[src/rtl/muldiv_ctrl_if.sv]
// Signal bundle between the EXE stage / multiply-divide IPs and muldiv_ctrl.
//
// Handshake semantics, in one place:
//   - Request: exe_valid with op_mult/op_div starts an operation only when the
//     controller is idle and flush is low. md_busy is the stall back to EXE.
//     The request must be held while md_busy is high.
//   - Result: md_done stays high with hi_out/lo_out stable until accept is
//     seen on a rising clk edge. That edge retires the result.
//   - Divider IP: div_in_valid is a one-cycle operand-valid pulse. The IP
//     returns exactly one div_dout_valid pulse per operand pulse. Quotient and
//     remainder are valid in that same cycle.
//   - Multiplier IP: mul_product is valid MULT_LAT cycles after mul_a/mul_b
//     change. The operands are held stable until the next start.
interface muldiv_ctrl_if;
    // EXE-stage request side
    logic        exe_valid;
    logic        op_mult;
    logic        op_div;
    logic        op_unsigned;
    logic [31:0] src1;
    logic [31:0] src2;
    logic        flush;
    logic        accept;

    // Multiplier / divider IP results
    logic [63:0] mul_product;
    logic [31:0] div_quotient;
    logic [31:0] div_remainder;
    logic        div_dout_valid;

    // Registered operands towards the IPs
    logic [32:0] mul_a;
    logic [32:0] mul_b;
    logic [32:0] div_dividend;
    logic [32:0] div_divisor;
    logic        div_in_valid;

    // Results and status towards EXE
    logic [31:0] hi_out;
    logic [31:0] lo_out;
    logic        md_done;
    logic        md_busy;

    // Controller state, exposed for debug and checkers
    logic [2:0]  state_dbg;

    modport slave (
        input  exe_valid, op_mult, op_div, op_unsigned, src1, src2, flush, accept,
        input  mul_product, div_quotient, div_remainder, div_dout_valid,
        output mul_a, mul_b, div_dividend, div_divisor, div_in_valid,
        output hi_out, lo_out, md_done, md_busy, state_dbg
    );

    modport master (
        output exe_valid, op_mult, op_div, op_unsigned, src1, src2, flush, accept,
        output mul_product, div_quotient, div_remainder, div_dout_valid,
        input  mul_a, mul_b, div_dividend, div_divisor, div_in_valid,
        input  hi_out, lo_out, md_done, md_busy, state_dbg
    );
endinterface

[src/rtl/muldiv_ctrl.sv]
// Multiply/divide sequencer for the EXE stage.
// Latches sign- or zero-extended 33-bit operands for an external multiplier
// (fixed latency MULT_LAT) or divider (variable latency, handshake). It
// collects the result into hi/lo and holds it until EXE accepts it. An EXE
// flush cancels a multiply at once. A divide cannot be aborted, so a flushed
// divide drains its result before the block is idle again.
// MULT_LAT is meaningful in the range 2..15, and CNT_W must hold MULT_LAT-1.
module muldiv_ctrl #(
    parameter int MULT_LAT = 5,
    parameter int CNT_W    = 4
) (
    input  logic         clk,
    input  logic         reset,
    muldiv_ctrl_if.slave bus
);

    typedef enum logic [2:0] {
        IDLE      = 3'd0,
        MUL_RUN   = 3'd1,
        DIV_ISSUE = 3'd2,
        DIV_WAIT  = 3'd3,
        DRAIN     = 3'd4,
        DONE      = 3'd5
    } state_t;

    // Counter value seen at the edge on which the multiplier product is valid.
    localparam logic [CNT_W-1:0] CNT_LAST = CNT_W'(MULT_LAT - 1);

    state_t             state;
    logic [CNT_W-1:0]   cnt;
    logic [32:0]        mul_a_q;
    logic [32:0]        mul_b_q;
    logic [32:0]        div_dividend_q;
    logic [32:0]        div_divisor_q;
    logic [31:0]        hi_q;
    logic [31:0]        lo_q;
    logic               div_in_valid_q;

    logic               req_op;
    logic               start;
    logic               busy_state;

    // A start can only be taken in IDLE, so DONE+accept never overlaps a start.
    assign req_op = bus.op_mult | bus.op_div;
    assign start  = (state == IDLE) & bus.exe_valid & req_op & ~bus.flush;

    // Signed operations extend with bit 31. Unsigned operations extend with zero.
    function automatic logic [32:0] ext33(input logic [31:0] v, input logic is_unsigned);
        return {~is_unsigned & v[31], v};
    endfunction

    // Main sequencer: state, latency counter, operand and result registers.
    always_ff @(posedge clk or posedge reset) begin
        if (reset) begin
            state          <= IDLE;
            cnt            <= '0;
            mul_a_q        <= '0;
            mul_b_q        <= '0;
            div_dividend_q <= '0;
            div_divisor_q  <= '0;
            hi_q           <= '0;
            lo_q           <= '0;
            div_in_valid_q <= 1'b0;
        end else begin
            // The operand pulse is high only for the single DIV_ISSUE cycle.
            div_in_valid_q <= 1'b0;
            unique case (state)
                IDLE: begin
                    if (start) begin
                        if (bus.op_mult) begin
                            // Multiply has priority when both ops are decoded.
                            mul_a_q <= ext33(bus.src1, bus.op_unsigned);
                            mul_b_q <= ext33(bus.src2, bus.op_unsigned);
                            cnt     <= '0;
                            state   <= MUL_RUN;
                        end else begin
                            div_dividend_q <= ext33(bus.src1, bus.op_unsigned);
                            div_divisor_q  <= ext33(bus.src2, bus.op_unsigned);
                            div_in_valid_q <= 1'b1;
                            state          <= DIV_ISSUE;
                        end
                    end
                end
                MUL_RUN: begin
                    cnt <= cnt + CNT_W'(1);
                    if (bus.flush) begin
                        state <= IDLE;
                    end else if (cnt == CNT_LAST) begin
                        hi_q  <= bus.mul_product[63:32];
                        lo_q  <= bus.mul_product[31:0];
                        state <= DONE;
                    end
                end
                DIV_ISSUE: begin
                    // The operand pulse is already on the wire. A flush here
                    // only means the result must be drained.
                    state <= bus.flush ? DRAIN : DIV_WAIT;
                end
                DIV_WAIT: begin
                    if (bus.div_dout_valid) begin
                        if (bus.flush) begin
                            // The result arrives as the instruction is cancelled.
                            state <= IDLE;
                        end else begin
                            lo_q  <= bus.div_quotient;
                            hi_q  <= bus.div_remainder;
                            state <= DONE;
                        end
                    end else if (bus.flush) begin
                        state <= DRAIN;
                    end
                end
                DRAIN: begin
                    if (bus.div_dout_valid) begin
                        state <= IDLE;
                    end
                end
                DONE: begin
                    if (bus.flush | bus.accept) begin
                        state <= IDLE;
                    end
                end
                default: begin
                    state <= IDLE;
                end
            endcase
        end
    end

    // Stall EXE while any operation or drain is in flight, including the start cycle.
    always_comb begin
        busy_state = 1'b0;
        case (state)
            MUL_RUN, DIV_ISSUE, DIV_WAIT, DRAIN: busy_state = 1'b1;
            default:                             busy_state = 1'b0;
        endcase
    end

    assign bus.md_busy      = ~reset & (busy_state | start);
    assign bus.md_done      = (state == DONE);
    assign bus.state_dbg    = state;
    assign bus.mul_a        = mul_a_q;
    assign bus.mul_b        = mul_b_q;
    assign bus.div_dividend = div_dividend_q;
    assign bus.div_divisor  = div_divisor_q;
    assign bus.div_in_valid = div_in_valid_q;
    assign bus.hi_out       = hi_q;
    assign bus.lo_out       = lo_q;

endmodule

[src/flat_wrapper.sv]
// flat-port wrapper written by rule: the top's interface ports become plain ports
module muldiv_ctrl_flat 
#(
    parameter int MULT_LAT = 5,
    parameter int CNT_W    = 4
)
  (clk, reset, bus_exe_valid, bus_op_mult, bus_op_div, bus_op_unsigned, bus_src1, bus_src2, bus_flush, bus_accept, bus_mul_product, bus_div_quotient, bus_div_remainder, bus_div_dout_valid, bus_mul_a, bus_mul_b, bus_div_dividend, bus_div_divisor, bus_div_in_valid, bus_hi_out, bus_lo_out, bus_md_done, bus_md_busy, bus_state_dbg);
  muldiv_ctrl_if bus_i ();
  input  logic clk;
  input  logic reset;
  input wire logic [$bits(bus_i.exe_valid)-1:0] bus_exe_valid;
  input wire logic [$bits(bus_i.op_mult)-1:0] bus_op_mult;
  input wire logic [$bits(bus_i.op_div)-1:0] bus_op_div;
  input wire logic [$bits(bus_i.op_unsigned)-1:0] bus_op_unsigned;
  input wire logic [$bits(bus_i.src1)-1:0] bus_src1;
  input wire logic [$bits(bus_i.src2)-1:0] bus_src2;
  input wire logic [$bits(bus_i.flush)-1:0] bus_flush;
  input wire logic [$bits(bus_i.accept)-1:0] bus_accept;
  input wire logic [$bits(bus_i.mul_product)-1:0] bus_mul_product;
  input wire logic [$bits(bus_i.div_quotient)-1:0] bus_div_quotient;
  input wire logic [$bits(bus_i.div_remainder)-1:0] bus_div_remainder;
  input wire logic [$bits(bus_i.div_dout_valid)-1:0] bus_div_dout_valid;
  output wire logic [$bits(bus_i.mul_a)-1:0] bus_mul_a;
  output wire logic [$bits(bus_i.mul_b)-1:0] bus_mul_b;
  output wire logic [$bits(bus_i.div_dividend)-1:0] bus_div_dividend;
  output wire logic [$bits(bus_i.div_divisor)-1:0] bus_div_divisor;
  output wire logic [$bits(bus_i.div_in_valid)-1:0] bus_div_in_valid;
  output wire logic [$bits(bus_i.hi_out)-1:0] bus_hi_out;
  output wire logic [$bits(bus_i.lo_out)-1:0] bus_lo_out;
  output wire logic [$bits(bus_i.md_done)-1:0] bus_md_done;
  output wire logic [$bits(bus_i.md_busy)-1:0] bus_md_busy;
  output wire logic [$bits(bus_i.state_dbg)-1:0] bus_state_dbg;
  assign bus_i.exe_valid = bus_exe_valid;
  assign bus_i.op_mult = bus_op_mult;
  assign bus_i.op_div = bus_op_div;
  assign bus_i.op_unsigned = bus_op_unsigned;
  assign bus_i.src1 = bus_src1;
  assign bus_i.src2 = bus_src2;
  assign bus_i.flush = bus_flush;
  assign bus_i.accept = bus_accept;
  assign bus_i.mul_product = bus_mul_product;
  assign bus_i.div_quotient = bus_div_quotient;
  assign bus_i.div_remainder = bus_div_remainder;
  assign bus_i.div_dout_valid = bus_div_dout_valid;
  assign bus_mul_a = bus_i.mul_a;
  assign bus_mul_b = bus_i.mul_b;
  assign bus_div_dividend = bus_i.div_dividend;
  assign bus_div_divisor = bus_i.div_divisor;
  assign bus_div_in_valid = bus_i.div_in_valid;
  assign bus_hi_out = bus_i.hi_out;
  assign bus_lo_out = bus_i.lo_out;
  assign bus_md_done = bus_i.md_done;
  assign bus_md_busy = bus_i.md_busy;
  assign bus_state_dbg = bus_i.state_dbg;
  muldiv_ctrl #(.MULT_LAT(MULT_LAT), .CNT_W(CNT_W)) u_core (.clk(clk), .reset(reset), .bus(bus_i));
endmodule
[config.mk]
export PLATFORM = sky130hd
export DESIGN_NAME = muldiv_ctrl_flat
export DESIGN_NICKNAME = d
export VERILOG_FILES = /design/src/rtl/muldiv_ctrl_if.sv /design/src/rtl/muldiv_ctrl.sv /design/src/flat_wrapper.sv
export SDC_FILE = /design/constraint.sdc
export NUM_CORES = 1
export LEC_CHECK = 0
export ABC_AREA = 1
export CORE_ASPECT_RATIO = 1.1
export CORE_MARGIN = 8
export CORE_UTILIZATION = 45
export DETAILED_ROUTE_END_ITERATION = 6
export PLACE_DENSITY = 0.86
export SLEW_MARGIN = 30
export SYNTH_ARGS = -nofsm -noshare
export SYNTH_HDL_FRONTEND = slang
export SYNTH_SLANG_ARGS = --single-unit
[constraint.sdc]
create_clock -name clk -period 14.7 [get_ports clk]
set_input_delay 2.94 -clock clk [delete_from_list [all_inputs] [get_ports clk]]
set_output_delay 2.94 -clock clk [all_outputs]
set_load 0.02 [all_outputs]
==> impl_metrics.yaml <==
pwr:
  intPower_w: 0.00174
  seq_power_share: 0.334
  p_per_area_nw_per_um2: 212
  ir_drop_mv: 0.154
  power_frac_comb: 0.484
  p_leak_nw: 6.69
  p_switching_w: 0.00115
  p_clk_frac: 0.182
  switching_share: 0.398
finish:
  syn_to_final_growth_pct: 54.1
  multiInputGateArea_um2: 3110
  nNetsFinal: 1639
  seq_area_um2: 5100
  finalInstanceArea_um2: 13600
  drive_gt1_frac: 0.0394
  n_antenna_cell: 0
  fill_cells: 1405
critical_path:
  cp.depth: 5
  slowest_stage: "clkdlybuf4s50_1"
  cp-start-kind: "primary input"
  crit_family: "buffers and inverters"
  critPathMaxStageDelay_ps: 630
  end_kind: "primary output"
  cpMostUsedCell: "clkdlybuf4s50_1"
  worstPathCellList: "clkdlybuf4s50_1 -> nor2_1 -> nand3_2 -> a31oi_1 -> clkdlybuf4s50_1"
  path_max_fanout: 5
  ff2ff_path_depth: 6
  worstPathArrival_ps: 4970
  required_ps: 11760
  cp_num_buf_inv: 2
  critical_path_class: "in -> out"
hold_path:
  min_path_type: "reg -> reg"
  worstHoldPathCells: 2
die:
  rows: 53
  boundaryPins: 403
  core_area_um2: 19200
  fp.dieH_um: 163
  die-width_um: 150
  start_util: 0.461
  die_area_um2: 24400
timing:
  setup_viol: 0
  rsz0062_at_grt: "no"
  timing.final.crit_period_ps: 7910
  setup_tns_ps: 0
  relSlewSlack: 0.419
  finalClockSkew_ps: 7.91
  fmax_mhz: 126
  period_share: 0.538
  hold_viol: 0
  slew_viol_final: 0
  tightest_slew_ps: 871
logic_synthesis:
  yosysUniqueCellTypes: 28
  synth_top_family_by_area: "simple AND/OR/NAND/NOR gates"
  synth_xor_area_frac: 0.00198
  synth_fa_ha_area_frac: 0.00283
  ys_seq_elements: 204
  muxShareOfSynthArea: 0
  synth_fp_nets: 1269
  syn_inst: 1066
  avgSynthCellArea_um2: 8.29
  synth_compound_area_frac: 0.0824
  yosys.area_share.simple: 0.260
  synth.yosys.seq_area_share: 0.578
  yosys_warnings: 0
  synth_area_um2: 8840
routing:
  vias: 8451
  wl_per_cell_um: 18.1
  firstDrtPassIters: 6
  viasPerCell: 4.99
  drc: 0
  dr.first_iter.drc_count: 575
  ant_nets: 0
  wl_mm: 30.7
clocking:
  clk_pin_slew_worst_paths_ps: 60
  h-tree-depth: 1
  cts_tree: "done"
  worstSkewPairLatency_ps: 490
  cts_hold_buf: 0
  ctsResizeCount: 0
  cts_sinks: 204
  cts_made_buffers: 21
  post_cts_buffers: 0
  clockBufferDepth: 3
  cts_root_buf: "clkbuf_16"
global_route:
  grt_max_degree: 135
  grt_first_pass_wirelength_mm: 46.4
  grt_use_total: 0.242
  grt_pass1_vias: 8333
  gr-total-overflow: 0
  antenna_found_initial: 1
flow_run:
  drv_cap: 0
place:
  place_area_um2: 12900
  gp_congestion: 0.895
  place_hpwl_mm: 22.9
  portBuffers: 402
outcome:
  status: "finished clean"
==> metal layers <==
metal  vias to the layer above  wire length [um]  track usage  part of all wire
met4                         2              1060       0.0836             0.034
met1                      3911             11000        0.267              0.36
met5                         -                 5            0           0.00016
li1                       4061                 -            -                 -
met2                       417             15300        0.428              0.50
met3                        60              3360       0.0784              0.11
==> sequential cells by signal (all words and copies together) (netlist names) <==
signal                   count
u_core.bus.state_dbg         3
u_core.bus.mul_a            33
u_core.cnt                   4
u_core.bus.mul_b            33
u_core.bus.div_dividend     33
u_core.bus.hi_out           32
u_core.bus.lo_out           32
u_core.bus.div_in_valid      1
u_core.bus.div_divisor      33
==> metrics by stage <==
step	utilization	total power (W)	worst slack, ps	hold slack, ps	std cells
2_1_floorplan	-	0.00164	6190	489	1066
3_3_place_gp	0.673	0.00233	6850	453	1659
3_5_place_dp	0.675	0.00237	6800	457	1660
4_1_cts	0.710	0.00291	6790	472	1694
5_1_grt	0.711	0.00305	6690	482	1694
6_report	0.711	0.00289	6790	470	1694
==> synthesized netlist by cell type (all sizes together) <==
| cell | instances | area, um^2 |
|---|---|---|
| a31oi | 1 | 6.26 |
| xnor2 | 2 | 17.5 |
| o21ai | 135 | 702 |
| nand4 | 2 | 12.5 |
| nor2 | 13 | 66.3 |
| ha | 2 | 25.0 |
| clkbuf | 20 | 76.3 |
| nor3 | 2 | 10.0 |
| buf | 42 | 278 |
| nand2 | 484 | 1820 |
| nand3b | 1 | 7.51 |
| dfrtp | 204 | 5100 |
| o211ai | 1 | 7.51 |
| nand3 | 75 | 385 |
| inv | 81 | 307 |
| a211oi | 1 | 12.5 |
==> tightest hold or removal path: stages, from the launching register on <==
cell and delay (ps):
dfrtp_1 340, nand2_1 50, nand2_1 50
==> cell families (layout without fill, tap and decap cells) <==
kind of cell,after synthesis,in the layout
AO/OA/AOI/OAI,138,138
XOR/XNOR,2,2
adder cells (fa/ha/maj),2,2
buffers and inverters,143,524
flip-flops,204,204
AND/OR/NAND/NOR,577,577
==> power groups by stage <==
stage	clock [W]	combinational, W	sequential [W]
6_report	0.000526	0.00140	0.000963
5_1_grt	0.000561	0.00150	0.000990
4_1_cts	0.000535	0.00142	0.000962
3_5_place_dp	0	0.00141	0.000964
3_3_place_gp	0	0.00138	0.000954
2_1_floorplan	0	0.000376	0.00126
==> final cells by class <==
cell class                 count  share of cell area
clock buffer                  30              0.0440
clock inverter                 4             0.00542
inverter                      81              0.0238
multi-input combinational    719               0.228
sequential                   204               0.375
tap                          247              0.0227
timing repair buffer         409               0.301
==> placed cells by master, fill, tap and decap left out, types with 2 or more instances in the layout <==
cell             count
nand3_1             73
xnor2_1              2
clkbuf_1             5
nor2_4               3
o21ai_2              7
o21ai_0             61
nand4_1              2
nand2_1            482
buf_4                5
nor3_1               2
dfrtp_1            204
o21ai_1             66
clkbuf_8             4
bufinv_16            2
nor2_1              10
inv_1               76
inv_4                3
ha_1                 2
clkdlybuf4s50_1    402
clkbuf_16           21
==> final timing paths <==
path,start,to,slack [ps]
setup / recovery,bus_flush,bus_md_busy,6790
hold / removal,u_core.bus.lo_out[2]$_DFFE_PP0P_,u_core.bus.lo_out[2]$_DFFE_PP0P_,470
setup reg to reg,u_core.bus.state_dbg[0]$_DFFE_PP0P_,u_core.bus.lo_out[28]$_DFFE_PP0P_,12120
hold reg to reg,u_core.bus.lo_out[2]$_DFFE_PP0P_,u_core.bus.lo_out[2]$_DFFE_PP0P_,470
max in group asynchronous,reset,u_core.bus.mul_b[32]$_DFFE_PP0P_,10570
min in group asynchronous,reset,u_core.bus.mul_a[11]$_DFFE_PP0P_,3000
Power figures use the tool's default switching activity.
